[src/rtl/fpadd_pkg.sv]
// Shared types and constants for the fpadd operand sequencer.
package fpadd_pkg;

    typedef enum logic [2:0] {
        IDLE,
        ISSUE,
        WAIT,
        RESULT,
        OUT
    } seq_state_t;

    localparam logic [31:0] FP_QNAN = 32'h7FC0_0000;
    localparam logic [31:0] FP_ZERO = 32'h0000_0000;
    localparam int unsigned EXP_MSB = 30;
    localparam int unsigned EXP_LSB = 23;

    function automatic logic exp_is_zero(input logic [31:0] f);
        return f[EXP_MSB:EXP_LSB] == '0;
    endfunction

endpackage

[src/rtl/fpadd_seq_if.sv]
// Operand/result streams plus the fpadd core handshake of the sequencer.
interface fpadd_seq_if;
    logic        in_valid;
    logic        in_ready;
    logic [31:0] in_a;
    logic [31:0] in_b;
    logic        in_acc;
    logic        in_last;
    logic        out_valid;
    logic        out_ready;
    logic [31:0] out_sum;
    logic        out_err;
    logic        fp_start;
    logic [31:0] fp_a;
    logic [31:0] fp_b;
    logic [31:0] fp_sum;
    logic        fp_done;

    modport slave (
        input  in_valid, in_a, in_b, in_acc, in_last, out_ready, fp_sum, fp_done,
        output in_ready, out_valid, out_sum, out_err, fp_start, fp_a, fp_b
    );

    modport master (
        output in_valid, in_a, in_b, in_acc, in_last, out_ready, fp_sum, fp_done,
        input  in_ready, out_valid, out_sum, out_err, fp_start, fp_a, fp_b
    );
endinterface

[src/rtl/fpadd_seq_bypass.sv]
// Zero/denormal operand detect and local result select; fpadd cannot see
// exponent-0 operands correctly because it always prepends the hidden bit.
module fpadd_seq_bypass
    import fpadd_pkg::*;
(
    input  logic [31:0] i_opa,
    input  logic [31:0] i_opb,
    input  logic        i_acc_first,
    output logic        o_bypass,
    output logic [31:0] o_res
);

    logic w_a_zero;
    logic w_b_zero;

    assign w_a_zero = exp_is_zero(i_opa);
    assign w_b_zero = exp_is_zero(i_opb);

    always_comb begin
        o_bypass = i_acc_first | w_a_zero | w_b_zero;
        // The first beat of an accumulation passes in_b through untouched.
        if (i_acc_first) begin
            o_res = i_opb;
        end else if (w_a_zero && w_b_zero) begin
            o_res = FP_ZERO;
        end else if (w_a_zero) begin
            o_res = i_opb;
        end else begin
            o_res = i_opa;
        end
    end

endmodule

[src/rtl/fpadd_seq.sv]
// Operand sequencer around the fpadd core with running accumulation.
// Define FPADD_SEQ_TIMEOUT_EN to add the WAIT timeout (qNaN + out_err).
module fpadd_seq
    import fpadd_pkg::*;
#(
    parameter int unsigned TIMEOUT_CYC = 511,
    parameter int unsigned CTR_W       = 9
) (
    input  logic        clk,
    input  logic        reset,
    fpadd_seq_if.slave  bus
);

    if ((1 << CTR_W) <= TIMEOUT_CYC) begin : g_ctr_too_narrow
        $error("CTR_W too narrow for TIMEOUT_CYC");
    end

    seq_state_t  r_state, w_state_nxt;
    logic        r_in_ready;
    logic        r_out_valid, w_out_valid_nxt;
    logic [31:0] r_out_sum, w_out_sum_nxt;
    logic        r_out_err, w_out_err_nxt;
    logic        r_fp_start, w_fp_start_nxt;
    logic [31:0] r_fp_a, w_fp_a_nxt;
    logic [31:0] r_fp_b, w_fp_b_nxt;
    logic [31:0] r_acc, w_acc_nxt;
    logic        r_acc_empty, w_acc_empty_nxt;
    logic [31:0] r_res, w_res_nxt;
    logic        r_err, w_err_nxt;
    logic        r_beat_acc, w_beat_acc_nxt;
    logic        r_beat_last, w_beat_last_nxt;

    logic        w_accept;
    logic [31:0] w_opa;
    logic        w_bypass;
    logic [31:0] w_bypass_res;
    logic        w_timeout;

    assign w_accept = bus.in_valid & r_in_ready;
    assign w_opa    = bus.in_acc ? r_acc : bus.in_a;

    fpadd_seq_bypass u_bypass (
        .i_opa       (w_opa),
        .i_opb       (bus.in_b),
        .i_acc_first (bus.in_acc & r_acc_empty),
        .o_bypass    (w_bypass),
        .o_res       (w_bypass_res)
    );

`ifdef FPADD_SEQ_TIMEOUT_EN
    logic [CTR_W-1:0] r_cnt;

    always_ff @(posedge clk or negedge reset) begin
        if (!reset) begin
            r_cnt <= '0;
        end else if (r_state != WAIT) begin
            r_cnt <= '0;
        end else begin
            r_cnt <= r_cnt + 1'b1;
        end
    end

    // r_cnt holds the number of WAIT cycles already completed.
    assign w_timeout = (r_state == WAIT) && (r_cnt == CTR_W'(TIMEOUT_CYC - 1));
`else
    assign w_timeout = 1'b0;
`endif

    always_comb begin
        w_state_nxt     = r_state;
        w_out_valid_nxt = r_out_valid;
        w_out_sum_nxt   = r_out_sum;
        w_out_err_nxt   = r_out_err;
        w_fp_start_nxt  = 1'b0;
        w_fp_a_nxt      = r_fp_a;
        w_fp_b_nxt      = r_fp_b;
        w_acc_nxt       = r_acc;
        w_acc_empty_nxt = r_acc_empty;
        w_res_nxt       = r_res;
        w_err_nxt       = r_err;
        w_beat_acc_nxt  = r_beat_acc;
        w_beat_last_nxt = r_beat_last;

        case (r_state)
            IDLE: begin
                if (w_accept) begin
                    w_beat_acc_nxt  = bus.in_acc;
                    w_beat_last_nxt = bus.in_last;
                    w_err_nxt       = 1'b0;
                    if (w_bypass) begin
                        w_res_nxt   = w_bypass_res;
                        w_state_nxt = RESULT;
                    end else begin
                        w_fp_a_nxt     = w_opa;
                        w_fp_b_nxt     = bus.in_b;
                        w_fp_start_nxt = 1'b1;
                        w_state_nxt    = ISSUE;
                    end
                end
            end
            ISSUE: begin
                w_state_nxt = WAIT;
            end
            WAIT: begin
                if (bus.fp_done) begin
                    w_res_nxt   = bus.fp_sum;
                    w_state_nxt = RESULT;
                end else if (w_timeout) begin
                    w_res_nxt   = FP_QNAN;
                    w_err_nxt   = 1'b1;
                    w_state_nxt = RESULT;
                end
            end
            RESULT: begin
                if (r_beat_acc) begin
                    w_acc_nxt       = r_res;
                    w_acc_empty_nxt = 1'b0;
                end
                if (!r_beat_acc || r_beat_last) begin
                    w_out_sum_nxt   = r_res;
                    w_out_err_nxt   = r_err;
                    w_out_valid_nxt = 1'b1;
                    w_state_nxt     = OUT;
                    if (r_beat_acc) begin
                        w_acc_nxt       = FP_ZERO;
                        w_acc_empty_nxt = 1'b1;
                    end
                end else begin
                    w_state_nxt = IDLE;
                end
            end
            OUT: begin
                if (bus.out_ready) begin
                    w_out_valid_nxt = 1'b0;
                    w_state_nxt     = IDLE;
                end
            end
            default: begin
                w_state_nxt = IDLE;
            end
        endcase
    end

    always_ff @(posedge clk or negedge reset) begin
        if (!reset) begin
            r_state     <= IDLE;
            r_in_ready  <= 1'b0;
            r_out_valid <= 1'b0;
            r_out_sum   <= '0;
            r_out_err   <= 1'b0;
            r_fp_start  <= 1'b0;
            r_fp_a      <= '0;
            r_fp_b      <= '0;
            r_acc       <= '0;
            r_acc_empty <= 1'b1;
            r_res       <= '0;
            r_err       <= 1'b0;
            r_beat_acc  <= 1'b0;
            r_beat_last <= 1'b0;
        end else begin
            r_state     <= w_state_nxt;
            r_in_ready  <= (w_state_nxt == IDLE);
            r_out_valid <= w_out_valid_nxt;
            r_out_sum   <= w_out_sum_nxt;
            r_out_err   <= w_out_err_nxt;
            r_fp_start  <= w_fp_start_nxt;
            r_fp_a      <= w_fp_a_nxt;
            r_fp_b      <= w_fp_b_nxt;
            r_acc       <= w_acc_nxt;
            r_acc_empty <= w_acc_empty_nxt;
            r_res       <= w_res_nxt;
            r_err       <= w_err_nxt;
            r_beat_acc  <= w_beat_acc_nxt;
            r_beat_last <= w_beat_last_nxt;
        end
    end

    assign bus.in_ready  = r_in_ready;
    assign bus.out_valid = r_out_valid;
    assign bus.out_sum   = r_out_sum;
    assign bus.out_err   = r_out_err;
    assign bus.fp_start  = r_fp_start;
    assign bus.fp_a      = r_fp_a;
    assign bus.fp_b      = r_fp_b;

endmodule

[src/flat_wrapper.sv]
// flat-port wrapper written by rule: the top's interface ports become plain ports
module fpadd_seq_flat import fpadd_pkg::*;
#(
    parameter int unsigned TIMEOUT_CYC = 511,
    parameter int unsigned CTR_W       = 9
)
  (clk, reset, bus_in_valid, bus_in_a, bus_in_b, bus_in_acc, bus_in_last, bus_out_ready, bus_fp_sum, bus_fp_done, bus_in_ready, bus_out_valid, bus_out_sum, bus_out_err, bus_fp_start, bus_fp_a, bus_fp_b);
  fpadd_seq_if bus_i ();
  input  logic clk;
  input  logic reset;
  input wire logic [$bits(bus_i.in_valid)-1:0] bus_in_valid;
  input wire logic [$bits(bus_i.in_a)-1:0] bus_in_a;
  input wire logic [$bits(bus_i.in_b)-1:0] bus_in_b;
  input wire logic [$bits(bus_i.in_acc)-1:0] bus_in_acc;
  input wire logic [$bits(bus_i.in_last)-1:0] bus_in_last;
  input wire logic [$bits(bus_i.out_ready)-1:0] bus_out_ready;
  input wire logic [$bits(bus_i.fp_sum)-1:0] bus_fp_sum;
  input wire logic [$bits(bus_i.fp_done)-1:0] bus_fp_done;
  output wire logic [$bits(bus_i.in_ready)-1:0] bus_in_ready;
  output wire logic [$bits(bus_i.out_valid)-1:0] bus_out_valid;
  output wire logic [$bits(bus_i.out_sum)-1:0] bus_out_sum;
  output wire logic [$bits(bus_i.out_err)-1:0] bus_out_err;
  output wire logic [$bits(bus_i.fp_start)-1:0] bus_fp_start;
  output wire logic [$bits(bus_i.fp_a)-1:0] bus_fp_a;
  output wire logic [$bits(bus_i.fp_b)-1:0] bus_fp_b;
  assign bus_i.in_valid = bus_in_valid;
  assign bus_i.in_a = bus_in_a;
  assign bus_i.in_b = bus_in_b;
  assign bus_i.in_acc = bus_in_acc;
  assign bus_i.in_last = bus_in_last;
  assign bus_i.out_ready = bus_out_ready;
  assign bus_i.fp_sum = bus_fp_sum;
  assign bus_i.fp_done = bus_fp_done;
  assign bus_in_ready = bus_i.in_ready;
  assign bus_out_valid = bus_i.out_valid;
  assign bus_out_sum = bus_i.out_sum;
  assign bus_out_err = bus_i.out_err;
  assign bus_fp_start = bus_i.fp_start;
  assign bus_fp_a = bus_i.fp_a;
  assign bus_fp_b = bus_i.fp_b;
  fpadd_seq #(.TIMEOUT_CYC(TIMEOUT_CYC), .CTR_W(CTR_W)) u_core (.clk(clk), .reset(reset), .bus(bus_i));
endmodule
[config.mk]
export PLATFORM = sky130hd
export DESIGN_NAME = fpadd_seq_flat
export DESIGN_NICKNAME = d
export VERILOG_FILES = /design/src/rtl/fpadd_pkg.sv /design/src/rtl/fpadd_seq_if.sv /design/src/rtl/fpadd_seq_bypass.sv /design/src/rtl/fpadd_seq.sv /design/src/flat_wrapper.sv
export SDC_FILE = /design/constraint.sdc
export NUM_CORES = 1
export LEC_CHECK = 0
export CAP_MARGIN = 15
export CORE_ASPECT_RATIO = 1.5
export CORE_MARGIN = 2
export CORE_UTILIZATION = 49
export DETAILED_ROUTE_END_ITERATION = 8
export HOLD_SLACK_MARGIN = 0.02
export PLACE_DENSITY_LB_ADDON = 0.12
export SLEW_MARGIN = 20
export SYNTH_ARGS = -nofsm -noshare
export SYNTH_HDL_FRONTEND = slang
export SYNTH_SLANG_ARGS = --single-unit
export TNS_END_PERCENT = 1
[constraint.sdc]
create_clock -name clk -period 2.06 [get_ports clk]
set_input_delay 0.412 -clock clk [delete_from_list [all_inputs] [get_ports clk]]
set_output_delay 0.412 -clock clk [all_outputs]
set_load 0.05 [all_outputs]
==> results.toml, run 1 <==
[finish]
antenna_cells = 0
stdcell_count = 1146
drive_above_1_share_pct = 19.2
fin_area_sq_um = 11100
layout.nets = 1033
final_util_pct = 71.4
area_growth_pct = 44.0

[floorplan]
die_w_microns = 106
initial_utilization_pct = 49.6
ioPinCount = 203
design.die.area_sq_um = 16700
die_h_microns = 157
num_rows = 56
coreArea_sq_um = 15500

[timing]
min_period_over_period_pct = 98.3
skew_ns = 0.00919
hold_viol_final = 0
slew_headroom_pct = 62.3
drv_slew = 0
whs_ns = 0.483
setup_tns_ns = 0
finalCriticalPeriod_ns = 2.03
max_freq_ghz = 0.494
max_slew.worst_pin.slew_ns = 0.551
setup_viol = 0
rsz0062_at_grt = "yes"
setup_ws_ns = 0.0346

[synth]
yosysMostFrequentCell = "dfrtp_1"
synth.top_cell.area_share_pct = 54.8
synth_flop_cell = "dfrtp_1"
syn_area_sq_um = 7680
synth-seq-area-share_pct = 55.1
synth_cell_types = 35
synth-async-reset-ratio_pct = 100
ys_warn_count = 0
syn-num-nets = 797
ys_top_cells_by_area = "dfrtp_1, mux2_4, mux2_2"
avgSynthCellArea_sq_um = 11.1
synthCells = 694
yosysTopAreaCell = "dfrtp_1"
synth_common_cells = "dfrtp_1, nor2_1, nand2_1"
yosys_register_bits = 169
synth-edff-count = 0

[power_and_ir_drop]
ir_drop_mv = 1.34
p_per_area_nw_per_um2 = 1880
power.total_mw = 20.8
p_leak_nw = 5.04

[cts]
insertion_delay_ns = 0.43
clkSinkCount = 169
cts_tree = "done"
root_buffer = "clkbuf_16"
cts_made_buffers = 17
clockBufferDepth = 2
cts.htree.levels = 4
clk_pin_slew_ns = 0.07

[worst_setup_path]
slowest_delay_ns = 0.81
critical_path_depth = 1
critical_path_class = "register to output pin"
worstPathArrival_ns = 1.61
reg2reg_setup_slack_ns = 0.07
cp-start-kind = "register"
critPathSlowestCell = "clkdlybuf4s50_1"
critPathTopFamily = "buffers and inverters"
crit_chain = "clkdlybuf4s50_1"
cp.required_ns = 1.65
crit_buf_inv = 1
critPathCaptureType = "output pin"
worst-r2r-cell-count = 8
cp_max_fo = 2

[route]
initialDrtViolationCount = 284
routed_via_density = 5.47
dr.pass1.iters = 5
wl_per_cell_microns = 19.1
drtAntennaViolNets = 0
vias = 6265
totalWireLength_microns = 21800
drc_errors = 0

[placed_design]
post-place-ws_ns = -0.380
gp_congestion = 0.895
dp_cells = 1109
io_buffers = 201
placedInstanceArea_sq_um = 10300
dp_hpwl_microns = 15200

[grt]
track_usage_pct = 26.6
gr-total-overflow = 0
grt_pass1_wl_microns = 33900
grt_max_degree = 53
antenna_found_initial = 0
grt_pass1_vias = 6463

[worst_hold_path]
hp-class = "register to register"
hold_depth = 2

[job]
maxCapViolations = 0

[outcome]
status = "finished, final reports clean"
[cell usage in the layout, fill, tap and decap left out, types with 3 or more instances in the layout]
| cell | n |
|---|---|
| clkdlybuf4s50_1 | 170 |
| dfrtp_1 | 168 |
| nor2_1 | 88 |
| nand2_1 | 68 |
| buf_4 | 56 |
| a21oi_1 | 49 |
| mux2i_1 | 38 |
| mux2_2 | 35 |
| nand2b_1 | 34 |
| o21ai_0 | 32 |
| mux2_4 | 32 |
| a31oi_1 | 25 |
| dlymetal6s2s_1 | 25 |
| a211o_1 | 24 |
| clkbuf_16 | 18 |
| buf_12 | 10 |
| o21a_1 | 8 |
| o211ai_1 | 8 |
| bufinv_16 | 5 |
| clkinv_2 | 4 |
| buf_6 | 4 |
| nor2b_1 | 3 |
| inv_1 | 3 |
| nor4_1 | 3 |
| nand3_1 | 3 |
| nor2_2 | 3 |
| clkbuf_1 | 3 |
[power by group]
part | internal (mW) | switching (mW)
clock | 2.15 | 1.32
sequential | 5.03 | 1.10
combinational | 4.46 | 6.70
[logic make-up after synthesis]
kind of cell / after synthesis / share of synthesized area, %
flip-flops: 169 / 55.1
multiplexers: 105 / 16.3
other: 1 / 0.0488
AND/OR/NAND/NOR: 211 / 12.2
buffers and inverters: 54 / 3.85
AO/OA/AOI/OAI: 154 / 12.4
[timing repair]
action | CTS | global route
resized for setup | 2 | 32
buffers inserted | 2 | 1
pin swaps | 1 | 2
hold buffers | 1 | 0
endpoints found under the setup margin | 35 | 83
hold endpoints to repair | 46 | 0
gates cloned | 0 | 1
[worst paths after layout]
path / endpoint / start
max: bus_fp_a[9] / u_core.bus.fp_a[9]
max in group asynchronous: u_core.r_res[23] / reset
min reg2reg: register / register
max reg2reg: u_core.r_res[23] / register
min: register / register
min in group asynchronous: u_core.bus.out_sum[4] / reset
[final cells by class]
class                           count  area (sq um)
Multi-Input combinational cell    471          3200
Clock buffer                       20           437
Tap cell                          203           254
Sequential cell                   169          4230
Timing Repair Buffer              268          2720
Clock inverter                     12           196
Fill cell                        1145          4430
Inverter                            3          11.3
[metal layers]
metal  up-vias  global-route usage [%]  part of all wire [%]
li1       2883                       -                     -
met1      3093                    31.1                    40
met2       239                    45.6                    51
met3        50                    6.54                   5.6
met4         0                    13.2                   3.6
met5         -                       0                     0
No activity file was read; power rests on OpenSTA's default activity.
==> inputs of run 2 (changes only) <==
--- a/config.mk
+++ b/config.mk
@@ -9,6 +9,7 @@
 export CORE_ASPECT_RATIO = 1.5
 export CORE_MARGIN = 2
 export CORE_UTILIZATION = 49
+export CTS_CLUSTER_DIAMETER = 100
 export DETAILED_ROUTE_END_ITERATION = 8
 export HOLD_SLACK_MARGIN = 0.02
 export PLACE_DENSITY_LB_ADDON = 0.12
==> results of run 2 <==
Final layout, timing and power as in run 1 (identical DEF).
